[config.mk]
export PLATFORM = sky130hd
export DESIGN_NAME = arbitro_rr_fifo_flat
export DESIGN_NICKNAME = d
export VERILOG_FILES = /design/src/rtl/arbitro_rr_fifo_pkg.sv /design/src/rtl/arbitro_rr_fifo_if.sv /design/src/rtl/arbitro_rr_fifo_rr_priority.sv /design/src/rtl/arbitro_rr_fifo.sv /design/src/flat_wrapper.sv
export SDC_FILE = /design/constraint.sdc
export NUM_CORES = 1
export LEC_CHECK = 0
export BUFFER_PORTS_ARGS = -buffer_cell sky130_fd_sc_hd__buf_2
export CAP_MARGIN = 30
export CORE_ASPECT_RATIO = 2
export CORE_MARGIN = 2
export CORE_UTILIZATION = 47
export DETAILED_ROUTE_END_ITERATION = 16
export PLACE_DENSITY = 0.79
export SYNTH_ARGS = -nofsm -noshare
export SYNTH_HDL_FRONTEND = slang
export SYNTH_HIERARCHICAL = 1
export SYNTH_SLANG_ARGS = --single-unit
[constraint.sdc]
create_clock -name clk -period 2.65 [get_ports clk]
set_input_delay 0.1325 -clock clk [delete_from_list [all_inputs] [get_ports clk]]
set_output_delay 0.1325 -clock clk [all_outputs]
set_load 0.05 [all_outputs]
[src/rtl/arbitro_rr_fifo_pkg.sv]
// Shared definitions for the round-robin FIFO arbiter: word geometry,
// port vector types and small decode helpers.
package arbitro_rr_fifo_pkg;

  localparam int DATA_W   = 6;
  localparam int N_PORTS  = 4;
  localparam int PORT_W   = 2;
  localparam int DEST_LSB = 4;

  typedef logic [PORT_W-1:0]  port_idx_t;
  typedef logic [N_PORTS-1:0] port_vec_t;
  typedef logic [DATA_W-1:0]  word_t;

  // Destination output FIFO carried inside a word.
  function automatic port_idx_t dest_of(input word_t w);
    return w[DEST_LSB +: PORT_W];
  endfunction

  // Index to one-hot port vector.
  function automatic port_vec_t onehot(input port_idx_t i);
    return port_vec_t'(1) << i;
  endfunction

endpackage

[src/rtl/arbitro_rr_fifo_if.sv]
// FIFO-side bus of the arbiter: input bank pop/empty/data and output bank
// push/full/data. master = arbiter, slave = FIFO bank.
interface arbitro_rr_fifo_if;
  import arbitro_rr_fifo_pkg::*;

  port_vec_t                   in_empty;
  logic [N_PORTS*DATA_W-1:0]   in_data;
  port_vec_t                   pop;
  port_vec_t                   out_alm_full;
  port_vec_t                   out_full;
  port_vec_t                   push;
  word_t                       data_out;

  modport master (
    input  in_empty, in_data, out_alm_full, out_full,
    output pop, push, data_out
  );

  modport slave (
    output in_empty, in_data, out_alm_full, out_full,
    input  pop, push, data_out
  );

endinterface

[src/rtl/arbitro_rr_fifo_rr_priority.sv]
// Combinational round-robin picker: first set request bit after the last
// granted index, scanning upward and wrapping 3 -> 0.
module rr_priority
  import arbitro_rr_fifo_pkg::*;
(
  input  port_vec_t req,
  input  port_idx_t last,
  output port_vec_t gnt,
  output port_idx_t idx
);

  port_idx_t cand;
  logic      found;

  // Scan last+1 .. last+4 (mod 4) and keep the first requester found.
  always_comb begin
    // NOTE: every output of this block gets a default before the loop; a
    // path that leaves one unassigned would infer a latch.
    gnt   = '0;
    idx   = last;
    found = 1'b0;
    cand  = last;
    for (int i = 1; i <= N_PORTS; i++) begin
      // NOTE: blocking assignments here, so cand is usable on the next line
      // within the same evaluation.
      cand = last + port_idx_t'(i);
      if (!found && req[cand]) begin
        found = 1'b1;
        gnt   = onehot(cand);
        idx   = cand;
      end
    end
  end

endmodule

[src/rtl/arbitro_rr_fifo.sv]
// Round-robin arbiter moving words from the input FIFO bank to the output
// FIFO bank. Stage 0 picks and registers a pop, stage 1 remembers which port
// was popped, stage 2 captures the word and pushes it to its destination.
module arbitro_rr_fifo
  import arbitro_rr_fifo_pkg::*;
(
  input  logic               clk,
  input  logic               reset,
  input  logic               enable,
  arbitro_rr_fifo_if.master  bus,
  output port_idx_t          grant,
  output logic               error,
  output logic               idle
);

  port_vec_t req;
  port_vec_t win_vec;
  port_idx_t win_idx;
  logic      valid1;
  port_idx_t idx_q;
  word_t     in_word;
  logic      valid2;

  // Any almost_full output blocks all pops: the threshold leaves room for the
  // two words that may already be in flight.
  assign req = ~bus.in_empty & {N_PORTS{enable}} & {N_PORTS{~|bus.out_alm_full}};

  rr_priority u_prio (
    .req  (req),
    .last (grant),
    .gnt  (win_vec),
    .idx  (win_idx)
  );

  // Stage 0 pop register and stage 1 record of the popped port.
  always_ff @(posedge clk) begin
    if (reset) begin
      bus.pop <= '0;
      grant   <= port_idx_t'(N_PORTS - 1);
      valid1  <= 1'b0;
      idx_q   <= '0;
    end else begin
      // NOTE: state updates use non-blocking assignments so every flop in the
      // pipeline samples the pre-edge values of the others.
      bus.pop <= win_vec;
      if (|req) grant <= win_idx;
      valid1  <= |bus.pop;
      idx_q   <= grant;
    end
  end

  // The FIFO presents the popped word one cycle after pop.
  assign in_word = bus.in_data[int'(idx_q)*DATA_W +: DATA_W];

  // Stage 2: capture the word and push it to its destination FIFO; the data
  // bus holds its last value while nothing is pushed.
  always_ff @(posedge clk) begin
    if (reset) begin
      bus.push     <= '0;
      bus.data_out <= '0;
    end else if (valid1) begin
      bus.push     <= onehot(dest_of(in_word));
      bus.data_out <= in_word;
    end else begin
      bus.push     <= '0;
    end
  end

  assign valid2 = |bus.push;

  // Sticky overflow flag: a push landed on a full output FIFO.
  always_ff @(posedge clk) begin
    if (reset) begin
      error <= 1'b0;
    end else if (|(bus.push & bus.out_full)) begin
      error <= 1'b1;
    end
  end

  assign idle = ~|bus.pop & ~valid1 & ~valid2 & &bus.in_empty;

endmodule

[src/flat_wrapper.sv]
// flat-port wrapper written by rule: the top's interface ports become plain ports
module arbitro_rr_fifo_flat import arbitro_rr_fifo_pkg::*;
  (clk, reset, enable, grant, error, idle, bus_in_empty, bus_in_data, bus_out_alm_full, bus_out_full, bus_pop, bus_push, bus_data_out);
  arbitro_rr_fifo_if bus_i ();
  input  logic clk;
  input  logic reset;
  input  logic enable;
  output port_idx_t grant;
  output logic error;
  output logic idle;
  input wire logic [$bits(bus_i.in_empty)-1:0] bus_in_empty;
  input wire logic [$bits(bus_i.in_data)-1:0] bus_in_data;
  input wire logic [$bits(bus_i.out_alm_full)-1:0] bus_out_alm_full;
  input wire logic [$bits(bus_i.out_full)-1:0] bus_out_full;
  output wire logic [$bits(bus_i.pop)-1:0] bus_pop;
  output wire logic [$bits(bus_i.push)-1:0] bus_push;
  output wire logic [$bits(bus_i.data_out)-1:0] bus_data_out;
  assign bus_i.in_empty = bus_in_empty;
  assign bus_i.in_data = bus_in_data;
  assign bus_i.out_alm_full = bus_out_alm_full;
  assign bus_i.out_full = bus_out_full;
  assign bus_pop = bus_i.pop;
  assign bus_push = bus_i.push;
  assign bus_data_out = bus_i.data_out;
  arbitro_rr_fifo u_core (.clk(clk), .reset(reset), .enable(enable), .bus(bus_i), .grant(grant), .error(error), .idle(idle));
endmodule
==> out/qor.yml <==
run_status:
  outcome: "completed"
die:
  coreArea_mm2: 0.00274
  num_io_pins: 57
  rows: 27
  die_x_um: 41.6
  initial_utilization: 0.487
  dieArea_mm2: 0.00330
  die-height_um: 79.3
detailed_routing:
  wl_per_cell_um: 14.7
  wl_met2_um: 1720
  maxUsedRoutingLayer: "met4"
  wl_met1_um: 1110
  drt_iter0_drc: 29
  wl_met3_um: 156
  drc: 0
  first_pass_iters: 4
  drt-total-wl_um: 3050
  vias: 1186
  vias_per_cell: 5.70
  ant_nets: 0
cts:
  tritoncts: "yes"
  clk_pin_slew_ps: 70
  cts_max_path_buffers: 2
  post_cts_resized: 0
  clk_latency_ps: 250
  numCtsBuffers: 3
  clockRootBuffer: "clkbuf_8"
  cts_sinks: 20
  cts_htree_levels: 1
  cts_setup_buffers: 0
  cts_hold_buf: 0
cells_and_area:
  fillers: 236
  drive_above_1_share: 0.436
  antennaDiodeCount: 0
  ff_latch_area_um2: 400
  fin_area_mm2: 0.00166
  finalNetCount: 228
  area_growth_syn_to_layout_pct: 24.5
  multi_input_area_um2: 873
power_and_ir_drop:
  p_clk_frac: 0.317
  pwr-share-comb: 0.149
  p_int_uw: 452
  switchingPower_uw: 131
  fin_total_pwr_uw: 583
  netSwitchingFraction: 0.225
  vdd_drop_max_v: 0.000197
  p_per_area_mw_per_mm2: 352
  power.leakage_nw: 0.806
  seqPwrFrac: 0.535
global_route:
  track_usage: 0.197
  grt_pass1_vias: 1189
  grt-ovfl-total: 0
  antenna_found_initial: 0
  grt_max_degree: 22
  grt_pass1_wl_um: 5030
critical_path:
  rr_endpoint: "u_core/bus.pop[0]$_SDFF_PP0_"
  worstSetupStartpointType: "register"
  arrival_ps: 2350
  crit_type: "register to register"
  cp_cell_sequence: "inv_1 -> ha_1 -> mux4_2 -> nor3b_2 -> nand2b_1 -> a22o_1 -> nor2b_1"
  cp_slowest_cell: "mux4_2"
  timing.rr.start: "u_core/grant[1]$_SDFFE_PP1P_"
  crit_start: "u_core/grant[1]$_SDFFE_PP1P_"
  r2r_cells: 7
  required_ps: 2770
  endpoint: "u_core/bus.pop[0]$_SDFF_PP0_"
  r2r_slack_ps: 420
  max_stage_delay_ps: 470
  endpoint_kind: "register"
  worstPathMaxFanout: 13
sta:
  slew_viol_final: 0
  hold-worst-slack_ps: 179
  finClkSkew_ps: 4.91
  maxSlewHeadroom: 0.700
  rsz0062_at_grt: "false"
  period_minus_slack_ps: 2230
  hold_viol: 0
  final-setup-viol-count: 0
  fmax_ghz: 0.448
  min_period_over_period: 0.842
  tightest_slew_ps: 450
  setup-tns-final_ps: 0
placed_design:
  routabilityCongestion: 0.804
  placed_cell_area_mm2: 0.00162
  hpwl_um: 2480
  io_buffers: 56
logic_synthesis:
  netlist_area_mm2: 0.00133
  synth-seq-cells: 20
  syn-instance-count: 124
  postSynthAreaPerCell_um2: 10.7
  synth_top_area_share: 0.301
  synthDistinctLibCells: 31
  synth.area.top_cells: "dfxtp_1 (30%), mux4_2 (10%), mux4_1 (7.9%), ha_1 (7.5%), mux2i_1 (6.0%)"
  yosysWarnings: 6
  yosysSeqAreaShare: 0.301
  syn_nets: 171
  synth_top_cell_by_area: "dfxtp_1"
min_path:
  worstHoldPathCells: 3
  holdCritPathClass: "primary input to register"
flow_run:
  drv_cap: 0
==> synth_stat cells (all sizes together) <==
library cell	n
nor3b	1
dfxtp	20
nand3b	1
buf	4
o21ai	3
xnor2	1
mux2	2
nand4	1
o211ai	3
nand2	9
or3b	1
ha	8
clkbuf	2
inv	3
nand3	1
nand2b	5
nor2	17
o22ai	1
nor4	2
mux4	10
a222oi	1
mux2i	8
nor4b	3
a22o	5
nor2b	7
a21oi	3
or4	2
==> layout by cell type, fill, tap and decap left out <==
| cell type | count |
|---|---|
| buf_4 | 2 |
| o21ai_1 | 1 |
| a222oi_1 | 1 |
| buf_2 | 56 |
| nand2b_1 | 5 |
| nor4b_2 | 3 |
| a21oi_1 | 3 |
| inv_1 | 3 |
| nor4_1 | 1 |
| mux4_2 | 6 |
| xnor2_1 | 1 |
| mux4_1 | 4 |
| nand4_1 | 1 |
| nor4_2 | 1 |
| nor2b_1 | 7 |
| ha_1 | 8 |
| nand3_1 | 1 |
| o21ai_0 | 2 |
| nor3b_2 | 1 |
| nor2_1 | 17 |
| clkbuf_8 | 3 |
| o211ai_2 | 3 |
| or3b_4 | 1 |
| mux2i_1 | 8 |
| o22ai_1 | 1 |
| nand2_1 | 9 |
| or4_1 | 2 |
| mux2_2 | 2 |
| nand3b_1 | 1 |
| dfxtp_1 | 20 |
| a22o_1 | 5 |
==> logic make-up (layout without fill, tap and decap cells) <==
kind of cell,after synthesis,in the layout,share of synthesized area
AOI/OAI and AO/OA,16,16,0.0959
xor gates and xnor gates,1,1,0.00658
adders and majority gates,8,8,0.0752
buffers and inverters,9,64,0.0432
DFF,20,20,0.301
muxes,20,20,0.258
and+or+nand+nor,50,50,0.221
==> final cells by class <==
cell class	count	area share
multi-input cells	95	0.527
flip-flops and latches	20	0.242
repair buffers	58	0.178
clock buffers	3	0.0249
well taps	29	0.0219
inverters	3	0.00679
==> through the flow <==
step,instances,utilization,setup slack (ps)
floorplan,124,-,110
global placement,205,0.591,535
detailed placement,205,0.591,386
CTS,208,0.606,433
global route,208,0.606,285
finish,208,0.606,420
==> how the worst min path moves through the flow <==
| stage | start | endpoint | slack (ps) |
|---|---|---|---|
| 2_1_floorplan | bus_out_full[3] | u_core/error$_SDFFE_PP0P_ | 320 |
| 3_3_place_gp | bus_out_full[1] | u_core/error$_SDFFE_PP0P_ | 420 |
| 3_5_place_dp | bus_out_full[3] | u_core/error$_SDFFE_PP0P_ | 430 |
| 4_1_cts | bus_out_full[3] | u_core/error$_SDFFE_PP0P_ | 170 |
| 5_1_grt | bus_out_full[1] | u_core/error$_SDFFE_PP0P_ | 190 |
| 6_report | bus_out_full[3] | u_core/error$_SDFFE_PP0P_ | 180 |
==> sequential cells by signal, indices dropped and copies added (netlist names) <==
register / count
u_core/bus.push: 4
u_core/idx_q: 2
u_core/valid1: 1
u_core/error: 1
u_core/grant: 2
u_core/bus.pop: 4
u_core/bus.data_out: 6
==> critical path, delay by kind of cell (launching register included) <==
family                     cells  cell delay [ps]
adders and majority gates      1              360
AOI/OAI and AO/OA              1              200
DFF                            1              340
muxes                          1              470
and+or+nand+nor                3              620
buffers and inverters          1              100
==> power by group through the flow <==
stage                     Clock, mW  Sequential, mW  Combinational, mW
after floorplan                   0           0.324             0.0454
after global placement            0           0.318             0.0826
after detailed placement          0           0.319             0.0868
after CTS                     0.194           0.312             0.0869
after global routing          0.201           0.312             0.0941
final                         0.185           0.312             0.0868
==> metal layers <==
| layer | vias to the layer above | global-route usage |
|---|---|---|
| li1 | 569 | - |
| met4 | 0 | 0.142 |
| met3 | 6 | 0.0386 |
| met5 | - | 0 |
| met1 | 567 | 0.179 |
| met2 | 44 | 0.369 |
(Power assumes the default switching activity.)
